File: src/rtl/adf4159_spi_receiver_pkg.sv
// Shared ADF4159 definitions: register-file layout, register addresses,
// bank-select bit positions and the commit decode used by the serial receiver.
package adf4159_spi_receiver_pkg;

  localparam logic [2:0] ADF4159_R0 = 3'd0;
  localparam logic [2:0] ADF4159_R1 = 3'd1;
  localparam logic [2:0] ADF4159_R2 = 3'd2;
  localparam logic [2:0] ADF4159_R3 = 3'd3;
  localparam logic [2:0] ADF4159_R4 = 3'd4;
  localparam logic [2:0] ADF4159_R5 = 3'd5;
  localparam logic [2:0] ADF4159_R6 = 3'd6;
  localparam logic [2:0] ADF4159_R7 = 3'd7;

  // R4 clock-divider select, R5 deviation select, R6 step select
  localparam int ADF4159_R4_BANK_BIT = 6;
  localparam int ADF4159_R5_BANK_BIT = 23;
  localparam int ADF4159_R6_BANK_BIT = 23;

  localparam logic [5:0] ADF4159_FRAME_BITS   = 6'd32;
  localparam logic [5:0] ADF4159_OVERRUN_BITS = 6'd33;

  typedef enum logic [1:0] {
    ST_IDLE,
    ST_SHIFT,
    ST_OVERRUN
  } adf4159_rx_state_e;

  typedef struct packed {
    logic [31:0]      R0;
    logic [31:0]      R1;
    logic [31:0]      R2;
    logic [31:0]      R3;
    logic [1:0][31:0] R4;
    logic [1:0][31:0] R5;
    logic [1:0][31:0] R6;
    logic [31:0]      R7;
  } ADF4159_REGS;

  function automatic ADF4159_REGS adf4159_write(input ADF4159_REGS regs,
                                                input logic [31:0] word);
    ADF4159_REGS r;
    r = regs;
    case (word[2:0])
      ADF4159_R0: r.R0 = word;
      ADF4159_R1: r.R1 = word;
      ADF4159_R2: r.R2 = word;
      ADF4159_R3: r.R3 = word;
      ADF4159_R4: r.R4[word[ADF4159_R4_BANK_BIT]] = word;
      ADF4159_R5: r.R5[word[ADF4159_R5_BANK_BIT]] = word;
      ADF4159_R6: r.R6[word[ADF4159_R6_BANK_BIT]] = word;
      default:    r.R7 = word;
    endcase
    return r;
  endfunction

endpackage

File: src/rtl/adf4159_spi_receiver_edge_sync.sv
// Synchroniser chain, one delay stage and a registered rising-edge strobe for
// one asynchronous serial pin.
module spi_edge_sync #(
  parameter int STAGES = 2
) (
  input  logic clk_i,
  input  logic rst_ni,
  input  logic d_i,
  output logic level_o,
  output logic rise_o
);

  logic [STAGES-1:0] sync_q;
  logic              dly_q;
  logic              rise_q;

  // level_o is the delayed copy so a data pin lines up with a clock pin's strobe
  always_ff @(posedge clk_i or negedge rst_ni) begin
    if (!rst_ni) begin
      sync_q <= '0;
      dly_q  <= 1'b0;
      rise_q <= 1'b0;
    end else begin
      sync_q <= {sync_q[STAGES-2:0], d_i};
      dly_q  <= sync_q[STAGES-1];
      rise_q <= sync_q[STAGES-1] & ~dly_q;
    end
  end

  assign level_o = dly_q;
  assign rise_o  = rise_q;

endmodule

File: src/rtl/adf4159_spi_receiver.sv
// Sniffs the ADF4159 three-wire write stream and rebuilds its register file,
// reporting committed words, a saturating good-frame count and framing errors.
module adf4159_spi_receiver
  import adf4159_spi_receiver_pkg::*;
#(
  parameter int Sync_Stages = 2
) (
  input  logic        ipClk,
  input  logic        ipReset,
  input  logic        ipSPI_SClk,
  input  logic        ipSPI_Data,
  input  logic        ipSPI_Latch,
  input  logic        ipClear,
  output logic [31:0] opWord,
  output logic        opValid,
  output ADF4159_REGS opRegs,
  output logic [15:0] opWordCount,
  output logic        opFrameError,
  output logic        opErrorSticky
);

  logic sclk_lvl, sclk_rise;
  logic data_lvl, data_rise;
  logic latch_lvl, latch_rise;

  spi_edge_sync #(.STAGES(Sync_Stages)) u_sync_sclk (
    .clk_i(ipClk), .rst_ni(ipReset), .d_i(ipSPI_SClk),
    .level_o(sclk_lvl), .rise_o(sclk_rise)
  );

  spi_edge_sync #(.STAGES(Sync_Stages)) u_sync_data (
    .clk_i(ipClk), .rst_ni(ipReset), .d_i(ipSPI_Data),
    .level_o(data_lvl), .rise_o(data_rise)
  );

  spi_edge_sync #(.STAGES(Sync_Stages)) u_sync_latch (
    .clk_i(ipClk), .rst_ni(ipReset), .d_i(ipSPI_Latch),
    .level_o(latch_lvl), .rise_o(latch_rise)
  );

  logic unused_sync;
  assign unused_sync = ^{sclk_lvl, data_rise, latch_lvl};

  adf4159_rx_state_e state_q, state_d;
  logic [5:0]        bitcnt_q, bitcnt_d;
  logic [31:0]       shift_q, shift_d;
  logic [31:0]       word_q, word_d;
  ADF4159_REGS       regs_q, regs_d;
  logic [15:0]       word_count_q, word_count_d;
  logic              valid_q, valid_d;
  logic              ferr_q, ferr_d;
  logic              sticky_q, sticky_d;

  always_comb begin
    state_d      = state_q;
    bitcnt_d     = bitcnt_q;
    shift_d      = shift_q;
    word_d       = word_q;
    regs_d       = regs_q;
    word_count_d = word_count_q;
    sticky_d     = sticky_q;
    valid_d      = 1'b0;
    ferr_d       = 1'b0;

    // Shift first so a coincident latch sees the updated bit count
    if (sclk_rise) begin
      case (state_q)
        ST_IDLE, ST_SHIFT: begin
          if (bitcnt_q == ADF4159_FRAME_BITS) begin
            bitcnt_d = ADF4159_OVERRUN_BITS;
            state_d  = ST_OVERRUN;
          end else begin
            shift_d  = {shift_q[30:0], data_lvl};
            bitcnt_d = bitcnt_q + 6'd1;
            state_d  = ST_SHIFT;
          end
        end
        default: ;
      endcase
    end

    if (latch_rise) begin
      if (bitcnt_d == ADF4159_FRAME_BITS) begin
        word_d  = shift_d;
        regs_d  = adf4159_write(regs_q, shift_d);
        valid_d = 1'b1;
        if (word_count_q != 16'hFFFF) word_count_d = word_count_q + 16'd1;
      end else begin
        ferr_d   = 1'b1;
        sticky_d = 1'b1;
      end
      state_d  = ST_IDLE;
      bitcnt_d = '0;
      shift_d  = '0;
    end

    if (ipClear) begin
      word_count_d = '0;
      sticky_d     = 1'b0;
    end
  end

  always_ff @(posedge ipClk or negedge ipReset) begin
    if (!ipReset) begin
      state_q      <= ST_IDLE;
      bitcnt_q     <= '0;
      shift_q      <= '0;
      word_q       <= '0;
      regs_q       <= '0;
      word_count_q <= '0;
      valid_q      <= 1'b0;
      ferr_q       <= 1'b0;
      sticky_q     <= 1'b0;
    end else begin
      state_q      <= state_d;
      bitcnt_q     <= bitcnt_d;
      shift_q      <= shift_d;
      word_q       <= word_d;
      regs_q       <= regs_d;
      word_count_q <= word_count_d;
      valid_q      <= valid_d;
      ferr_q       <= ferr_d;
      sticky_q     <= sticky_d;
    end
  end

  assign opWord        = word_q;
  assign opValid       = valid_q;
  assign opRegs        = regs_q;
  assign opWordCount   = word_count_q;
  assign opFrameError  = ferr_q;
  assign opErrorSticky = sticky_q;

endmodule

File: config.mk
export PLATFORM = sky130hd
export DESIGN_NAME = adf4159_spi_receiver
export DESIGN_NICKNAME = d
export VERILOG_FILES = /design/src/rtl/adf4159_spi_receiver_pkg.sv /design/src/rtl/adf4159_spi_receiver_edge_sync.sv /design/src/rtl/adf4159_spi_receiver.sv
export SDC_FILE = /design/constraint.sdc
export NUM_CORES = 1
export LEC_CHECK = 0
export ABC_AREA = 1
export CORE_MARGIN = 2
export CORE_UTILIZATION = 50
export DETAILED_ROUTE_END_ITERATION = 6
export GPL_TIMING_DRIVEN = 0
export PLACE_DENSITY = 0.89
export SYNTH_ARGS = -nofsm -noshare
export SYNTH_HDL_FRONTEND = slang
export SYNTH_SLANG_ARGS = --single-unit
File: constraint.sdc
create_clock -name ipClk -period 5.6 [get_ports ipClk]
set_input_delay 0.56 -clock ipClk [delete_from_list [all_inputs] [get_ports ipClk]]
set_output_delay 0.56 -clock ipClk [all_outputs]
set_load 0.1 [all_outputs]
Word-level counts from Yosys, hierarchy flattened
Index checks and enable logic that the tools add are counted.
{ "totals": {"ff_bits": 454, "in_bits": 6, "word_cells": 102} }
{ "op_classes": {"add_sub_neg": 2, "order_cmp": 4, "n_eq_ne": 11, "n_mux": 30, "n_bitwise": 5, "n_reduce_logical": 23} }
{ "op_table": {"columns": ["op", "count"], "rows": [
  ["bitwise mux 64 bit", 3],
  ["2-to-1 mux 32 bit", 6],
  ["demux 32 bit (select 1 bit)", 2],
  ["2-to-1 mux 16 bit", 4],
  ["AND reduction 3 bit", 9],
  ["2-to-1 mux 6 bit", 4],
  ["adder 16 x 1 -> 16 bit, second input constant", 1],
  ["!= test 16 bit, second input constant", 1],
  ["== test 6 bit, second input constant", 2],
  ["nonzero test 2 bit", 5],
  ["== test 3 bit, second input constant", 3],
  ["2-to-1 mux 2 bit", 4],
  ["2-to-1 mux 1 bit", 7],
  ["OR reduction 7 bit", 1],
  ["adder 6 x 1 -> 6 bit, second input constant", 1],
  ["== test 3 x 2 -> 1 bit, second input constant", 2],
  ["AND reduction 2 bit", 3],
  ["less-than comparator 1 x 2 -> 1 bit, second input constant", 2],
  ["== test 3 x 1 -> 1 bit, second input constant", 1],
  ["zero test 3 bit", 1],
  ["inverter 1 bit", 3],
  ["AND 1 bit", 2],
  ["== test 2 x 1 -> 1 bit, second input constant", 1],
  [">= comparator 1 bit, second input constant", 2],
  ["4 further kinds", 5]
]} }

Depth between registers and ports, before layout
{ "logic_depth": {"depth_word": 9, "depth_mapped": 16} }

Modules after synthesis
Synthesis repeated with hierarchy kept, for this count alone.
{ "hier_totals": {"cells_unflattened": 2043, "area_unflattened_um2": 18547.8} }
{ "modules_own_cells": {"columns": ["module", "n_inst", "cells_each", "area_per_inst_um2", "seq_area_each_um2"], "rows": [
  ["adf4159_spi_receiver", 1, 2025, 18217.5, 11060.6],
  ["spi_edge_sync", 3, 6, 110.1, 100.1]
]} }

Least setup slack after synthesis
OpenSTA, ideal clock, no wires.
{ "synth_timing": {"kind": "reg2reg", "startpoint": "reg word_count_q[0] (netlist: opWordCount[0])", "endpoint": "reg word_count_q[13] (netlist: opWordCount[13])", "setup_ps": 67, "arrival_ps": 2572, "setup_slack_ps": 2961, "path_stages_with_launch": 11, "n_path_buf": 1, "synth_period_minus_slack_ps": 2639, "path_cell_list": "dfrtp_1 ha_1 nand3_1 inv_1 nand2_1 nor3b_1 o21ai_1 o21ai_1 buf_2 nand2_1 nand2_1"} }
{ "synth_via": {"elab_chain_len": 5, "word_cells_on_any_way": 8, "cone_classes": "add/sub (1); eq/ne (1); mux (4); reduce/logical (2)"} }
{ "synth_lines": {"columns": ["element", "line", "source"], "rows": [
  ["start: declaration", "adf4159_spi_receiver.sv:49", "logic [15:0] word_count_q, word_count_d;"],
  ["start signal: assignment", "adf4159_spi_receiver.sv:120", "word_count_q <= word_count_d;"],
  ["adder 16 x 1 -> 16 bit", "adf4159_spi_receiver.sv:87", "if (word_count_q != 16'hFFFF) word_count_d = word_count_q + 16'd1;"],
  ["2-to-1 mux 16 bit", "adf4159_spi_receiver.sv:87", null],
  ["2-to-1 mux 16 bit", "adf4159_spi_receiver.sv:83", "if (bitcnt_d == ADF4159_FRAME_BITS) begin"],
  ["2-to-1 mux 16 bit", "adf4159_spi_receiver.sv:82", "if (latch_rise) begin"],
  ["2-to-1 mux 16 bit", "adf4159_spi_receiver.sv:97", "if (ipClear) begin"]
]} }
Parallel ways exist; a longest one is shown, timed or not. The select of a mux whose other input is x is not followed.
A chain may end at the register's enable or synchronous reset.

Final worst setup path
{ "layout_timing": {"startpoint": "reg bitcnt_q[0]", "endpoint": "reg regs_q (netlist bit opRegs[68])"} }
{ "layout_via": {"elab_chain_len": 9, "word_cells_on_any_way": 17, "cone_classes": "add/sub (1); order compare (2); eq/ne (3); mux (9); reduce/logical (2)"} }
{ "layout_lines": {"columns": ["element", "line", "source"], "rows": [
  ["start: declaration", "adf4159_spi_receiver.sv:45", "logic [5:0] bitcnt_q, bitcnt_d;"],
  ["start signal: assignment", "adf4159_spi_receiver.sv:116", "bitcnt_q <= bitcnt_d;"],
  ["parallel branches: the longest is 9 deep, another holds adder 6 x 1 -> 6 bit", null, null],
  ["end signal: assignment", "adf4159_spi_receiver.sv:119", "regs_q <= regs_d;"],
  ["end: declaration", "adf4159_spi_receiver.sv:48", "ADF4159_REGS regs_q, regs_d;"]
]} }
Parallel ways; which one is timed is not known.

==> results_tabular.tex <==
\begin{tabular}{lr}
\hline
Metric & Value \\
\hline
\multicolumn{2}{l}{\textbf{Status}} \\
\quad Result of the run & finished, final reports clean \\
\multicolumn{2}{l}{\textbf{Logic synthesis}} \\
\quad Register area share after synthesis & 63.72\% \\
\quad Most common flop cell mapped by yosys & sky130\_fd\_sc\_hd\_\_dfrtp\_1 \\
\quad Share of synthesized registers carrying an async set or reset & 100.0\% \\
\quad Cell taking the most area after synthesis & sky130\_fd\_sc\_hd\_\_dfrtp\_1 \\
\quad Share of the synthesized area in the top cell type & between 60 and 70\% \\
\quad Post-synthesis cell count & around 1900 \\
\quad Number of enable flip-flop cells after synthesis & 0 \\
\quad Post-synthesis cell area & 17790 um2 \\
\quad Nets in the synthesized netlist & 1907 \\
\quad Number of synthesis warnings & 0 \\
\quad Number of synthesized register bits & $\sim$450 \\
\quad Area contributors post-synth & sky130\_fd\_sc\_hd\_\_dfrtp\_1, sky130\_fd\_sc\_hd\_\_nand2\_1, sky130\_fd\_sc\_hd\_\_nand4\_1, sky130\_fd\_sc\_hd\_\_o21ai\_0, sky130\_fd\_sc\_hd\_\_inv\_1 \\
\quad Post-synth cell types & 28 \\
\quad Post-Syn Area per Cell & 9.373 um2 \\
\multicolumn{2}{l}{\textbf{Clock tree}} \\
\quad Clock latency on the worst-skew pair & roughly 0.59 ns \\
\quad Clock tree from TritonCTS & built \\
\quad Clock tree root driver cell & sky130\_fd\_sc\_hd\_\_clkbuf\_16 \\
\quad Setup bufs post-CTS & 0 \\
\quad Number of gates given a new drive strength after cts & 0 \\
\quad Worst-path clk slew & about 0.060 ns \\
\quad Number of buffers created by CTS & between 40 and 50 \\
\quad Deepest clock path buffer count & 3 \\
\quad H-tree depth & 2 \\
\quad Clk sink count & $\sim$450 \\
\multicolumn{2}{l}{\textbf{Place}} \\
\quad Port Buffer Count & 408 \\
\quad Worst slack after detailed placement & approximately 2.6 ns \\
\quad HPWL Detailed & 43440 um \\
\quad Weighted congestion reported at the end of routability-driven placement & about 0.89 \\
\quad Cell Count Post-Placement & between 2000 and 3000 \\
\multicolumn{2}{l}{\textbf{Layout}} \\
\quad Ant. Diodes & 0 \\
\quad Leading cell type in the layout, fill and taps excluded & sky130\_fd\_sc\_hd\_\_nand2\_1 \\
\quad Number of fill cells in the layout & $\sim$2600 \\
\quad Layout Area Growth over Synthesis & 35.36\% \\
\quad Number of cells in the finished layout apart from fillers & about 2900 \\
\quad Commonest cells after routing, fill and taps aside & sky130\_fd\_sc\_hd\_\_nand2\_1, sky130\_fd\_sc\_hd\_\_dfrtp\_1, sky130\_fd\_sc\_hd\_\_clkdlybuf4s50\_1 \\
\quad Proportion of layout cells with a drive suffix above 1 & $\sim$5.7\% \\
\quad Final layout net count & approximately 2400 \\
\multicolumn{2}{l}{\textbf{Flow run}} \\
\quad Count of max-cap constraint violations & 0 \\
\multicolumn{2}{l}{\textbf{Power}} \\
\quad Static Leakage & between 10 and 15 nW \\
\quad Final total power & between 6 and 7 mW \\
\quad Power per Cell Area & 286.3 nW/um2 \\
\quad Worst voltage drop across the vdd grid & between 0.2 and 0.3 mV \\
\multicolumn{2}{l}{\textbf{Worst hold path}} \\
\quad Hold EP & u\_sync\_latch.sync\_q[1] \\
\quad Hold path startpoint & u\_sync\_latch.sync\_q[0] \\
\quad Cell depth of the worst hold path & 0 \\
\quad Path category of the worst min-delay check & flip-flop to flip-flop \\
\multicolumn{2}{l}{\textbf{Drt}} \\
\quad Number of vias in the routed layout & between 15000 and 20000 \\
\quad DRC & 0 \\
\quad Antenna viol nets, final & 0 \\
\quad Routed wire per std cell & about 21 um \\
\quad Post-detailed-routing wire length & a little over 60000 um \\
\quad First-pass detailed-route iteration total & 5 \\
\quad DRT iter0 DRCs & between 1000 and 1500 \\
\quad Via count normalized by instance count & 5.705 \\
\multicolumn{2}{l}{\textbf{Setup path}} \\
\quad Worst Path Arrival & $\sim$3.6 ns \\
\quad Flop2flop setup slack & about 2.4 ns \\
\quad Data required time of the worst path & approximately 6.1 ns \\
\quad Worst Reg-to-Reg Cells & 13 \\
\quad Number of buffers and inverters on the critical path & 5 \\
\quad Cell family contributing the most delay on the critical path & buffers and inverters \\
\quad Worst stage delay on the critical path & 0.47 ns \\
\quad Critical path peak fanout & 10 \\
\quad Worst setup SP type & flip-flop \\
\quad Critical path, cell by cell & inv\_1, ha\_1, nand2\_1, inv\_1, nand3\_2, nand2\_2, buf\_2, buf\_1, nand2\_1, o21ai\_1, inv\_1, nand4\_1, nand2\_1 \\
\quad RR Endpoint & opRegs[68] \\
\quad Start of the worst register-to-register path & bitcnt\_q[0] \\
\quad Critical Path Slowest Stage Cell & sky130\_fd\_sc\_hd\_\_o21ai\_1 \\
\quad Capturing element type of the critical path & flip-flop \\
\quad Type of the setup path with the least slack & flip-flop to flip-flop \\
\multicolumn{2}{l}{\textbf{Global route}} \\
\quad Tot GR Track Use & approximately 33\% \\
\quad Global-route wire length before repair & approximately 93000 um \\
\quad Maximum number of pins on one net before global-route repair & 130 \\
\quad Antenna violations before repair & 0 \\
\quad Vias in the first global route & 15960 \\
\quad Total global routing overflow & 0 \\
\multicolumn{2}{l}{\textbf{Timing}} \\
\quad Final Slew Violations & 0 \\
\quad Hold Worst Slack & 0.3477 ns \\
\quad Final critical delay including setup and external delays & between 3 and 4 ns \\
\quad Final-layout setup total negative slack & 0 ns \\
\quad Final critical-path setup slack & between 2 and 2.5 ns \\
\quad Hold Violations, Final & 0 \\
\quad Final setup violation count & 0 \\
\quad Slew at the pin closest to its max-slew limit & between 1 and 1.5 ns \\
\quad Worst clock skew & roughly 0.020 ns \\
\quad Slew Limit Headroom & a little under a quarter \\
\quad Setup repair after global routing missed its margin & false \\
\quad Share of the clock period used by the worst path & 56.31\% \\
\quad Max Freq & approximately 0.32 GHz \\
\multicolumn{2}{l}{\textbf{Floorplanning}} \\
\quad Area enclosed by the die boundary & approximately 37000 um2 \\
\quad Number of I/O pins & 409 \\
\quad Die height & 192.6 um \\
\quad CORE AREA & 35310 um2 \\
\quad Horizontal die dimension & 192.6 um \\
\quad Starting Density & between 50\% and 60\% \\
\quad Placement row count & just under 70 \\
\hline
\end{tabular}
==> timing repair <==
| action | in CTS | in global routing |
|---|---|---|
| hold endpoints to repair | 67 | 0 |
| hold buffers | 1 | 0 |
| setup endpoints to repair | 0 | 0 |
==> per-layer routing <==
layer | track usage, % | up-vias | share of wire (%)
li1 | - | 7116 | -
met1 | 43.13 | 7906 | 38
met2 | 50.32 | 985 | 45
met3 | 7.310 | 281 | 9.4
met4 | 21.55 | 0 | 7.6
met5 | 0 | - | 0
==> logic make-up (layout without fill, tap and decap cells) <==
| family | after synthesis | after routing | synth area share (%) |
|---|---|---|---|
| and+or+nand+nor | 953 | 953 | 23.33 |
| DFF | 453 | 453 | 63.72 |
| buffers and inverters | 260 | 756 | 5.858 |
| AOI/OAI and AO/OA | 215 | 215 | 6.196 |
| xor gates and xnor gates | 14 | 14 | 0.6892 |
| adders and majority gates | 3 | 3 | 0.2110 |
==> layout make-up <==
| type | instances | area, um2 | area share, % |
|---|---|---|---|
| Inverter | 133 | 499.2 | 2.073 |
| Timing Repair Buffer | 413 | 4209 | 17.48 |
| Sequential cell | 453 | 11340 | 47.07 |
| Multi-Input combinational cell | 1185 | 5413 | 22.48 |
| Buffer | 127 | 543.0 | 2.255 |
| Clock buffer | 66 | 1340 | 5.565 |
| Tap cell | 461 | 576.8 | 2.395 |
| Clock inverter | 17 | 165.2 | 0.6858 |
==> sequential cells by signal, summed over array words and instances, names as in the netlist <==
name / cells
bitcnt_q: 6
opErrorSticky: 1
opFrameError: 1
opRegs: 352
opValid: 1
opWord: 32
opWordCount: 16
shift_q: 32
state_q: 1
u_sync_data.level_o: 1
u_sync_data.sync_q: 2
u_sync_latch.level_o: 1
u_sync_latch.rise_o: 1
u_sync_latch.sync_q: 2
u_sync_sclk.level_o: 1
u_sync_sclk.rise_o: 1
u_sync_sclk.sync_q: 2
==> worst max path at each step <==
stage	from	endpoint	slack [ns]	cells past startpoint
final	bitcnt_q[0]	opRegs[68]	2.45	13
after global routing	bitcnt_q[0]	opRegs[201]	2.18	13
after CTS	bitcnt_q[0]	opRegs[170]	2.51	13
after detailed placement	bitcnt_q[0]	opRegs[68]	2.56	13
after global placement	ipReset	opRegs[128]	-15.04	1
after floorplan	opWordCount[0]	opWordCount[13]	2.96	10
==> through the flow <==
step | util [%] | instance area, um2
6_report | 68.20 | 24080
3_5_place_dp | 63.91 | 22570
3_3_place_gp | 63.58 | 22450
2_1_floorplan | - | 17790
5_1_grt | 68.20 | 24080
4_1_cts | 68.20 | 24080
==> synth_stat cells (2+ instances only) <==
cell type,number
sky130_fd_sc_hd__nor2_1,71
sky130_fd_sc_hd__buf_1,8
sky130_fd_sc_hd__nand4_2,3
sky130_fd_sc_hd__clkbuf_1,73
sky130_fd_sc_hd__ha_1,3
sky130_fd_sc_hd__o21ai_0,150
sky130_fd_sc_hd__inv_2,4
sky130_fd_sc_hd__nand3_1,23
sky130_fd_sc_hd__nand3b_1,2
sky130_fd_sc_hd__nand4_1,191
sky130_fd_sc_hd__nand2_1,654
sky130_fd_sc_hd__o21ai_1,59
sky130_fd_sc_hd__nor3_1,4
sky130_fd_sc_hd__buf_2,44
sky130_fd_sc_hd__xor2_1,13
sky130_fd_sc_hd__a21oi_1,3
sky130_fd_sc_hd__o21ai_4,2
sky130_fd_sc_hd__nor2_4,2
sky130_fd_sc_hd__dfrtp_1,453
sky130_fd_sc_hd__inv_1,128
==> power breakdown <==
group | internal, mW | switching (mW)
clock | 1.77 | 1.33
sequential | 3.31 | 0.0211
combinational | 0.0648 | 0.403
Power figures use the tool's default switching activity.
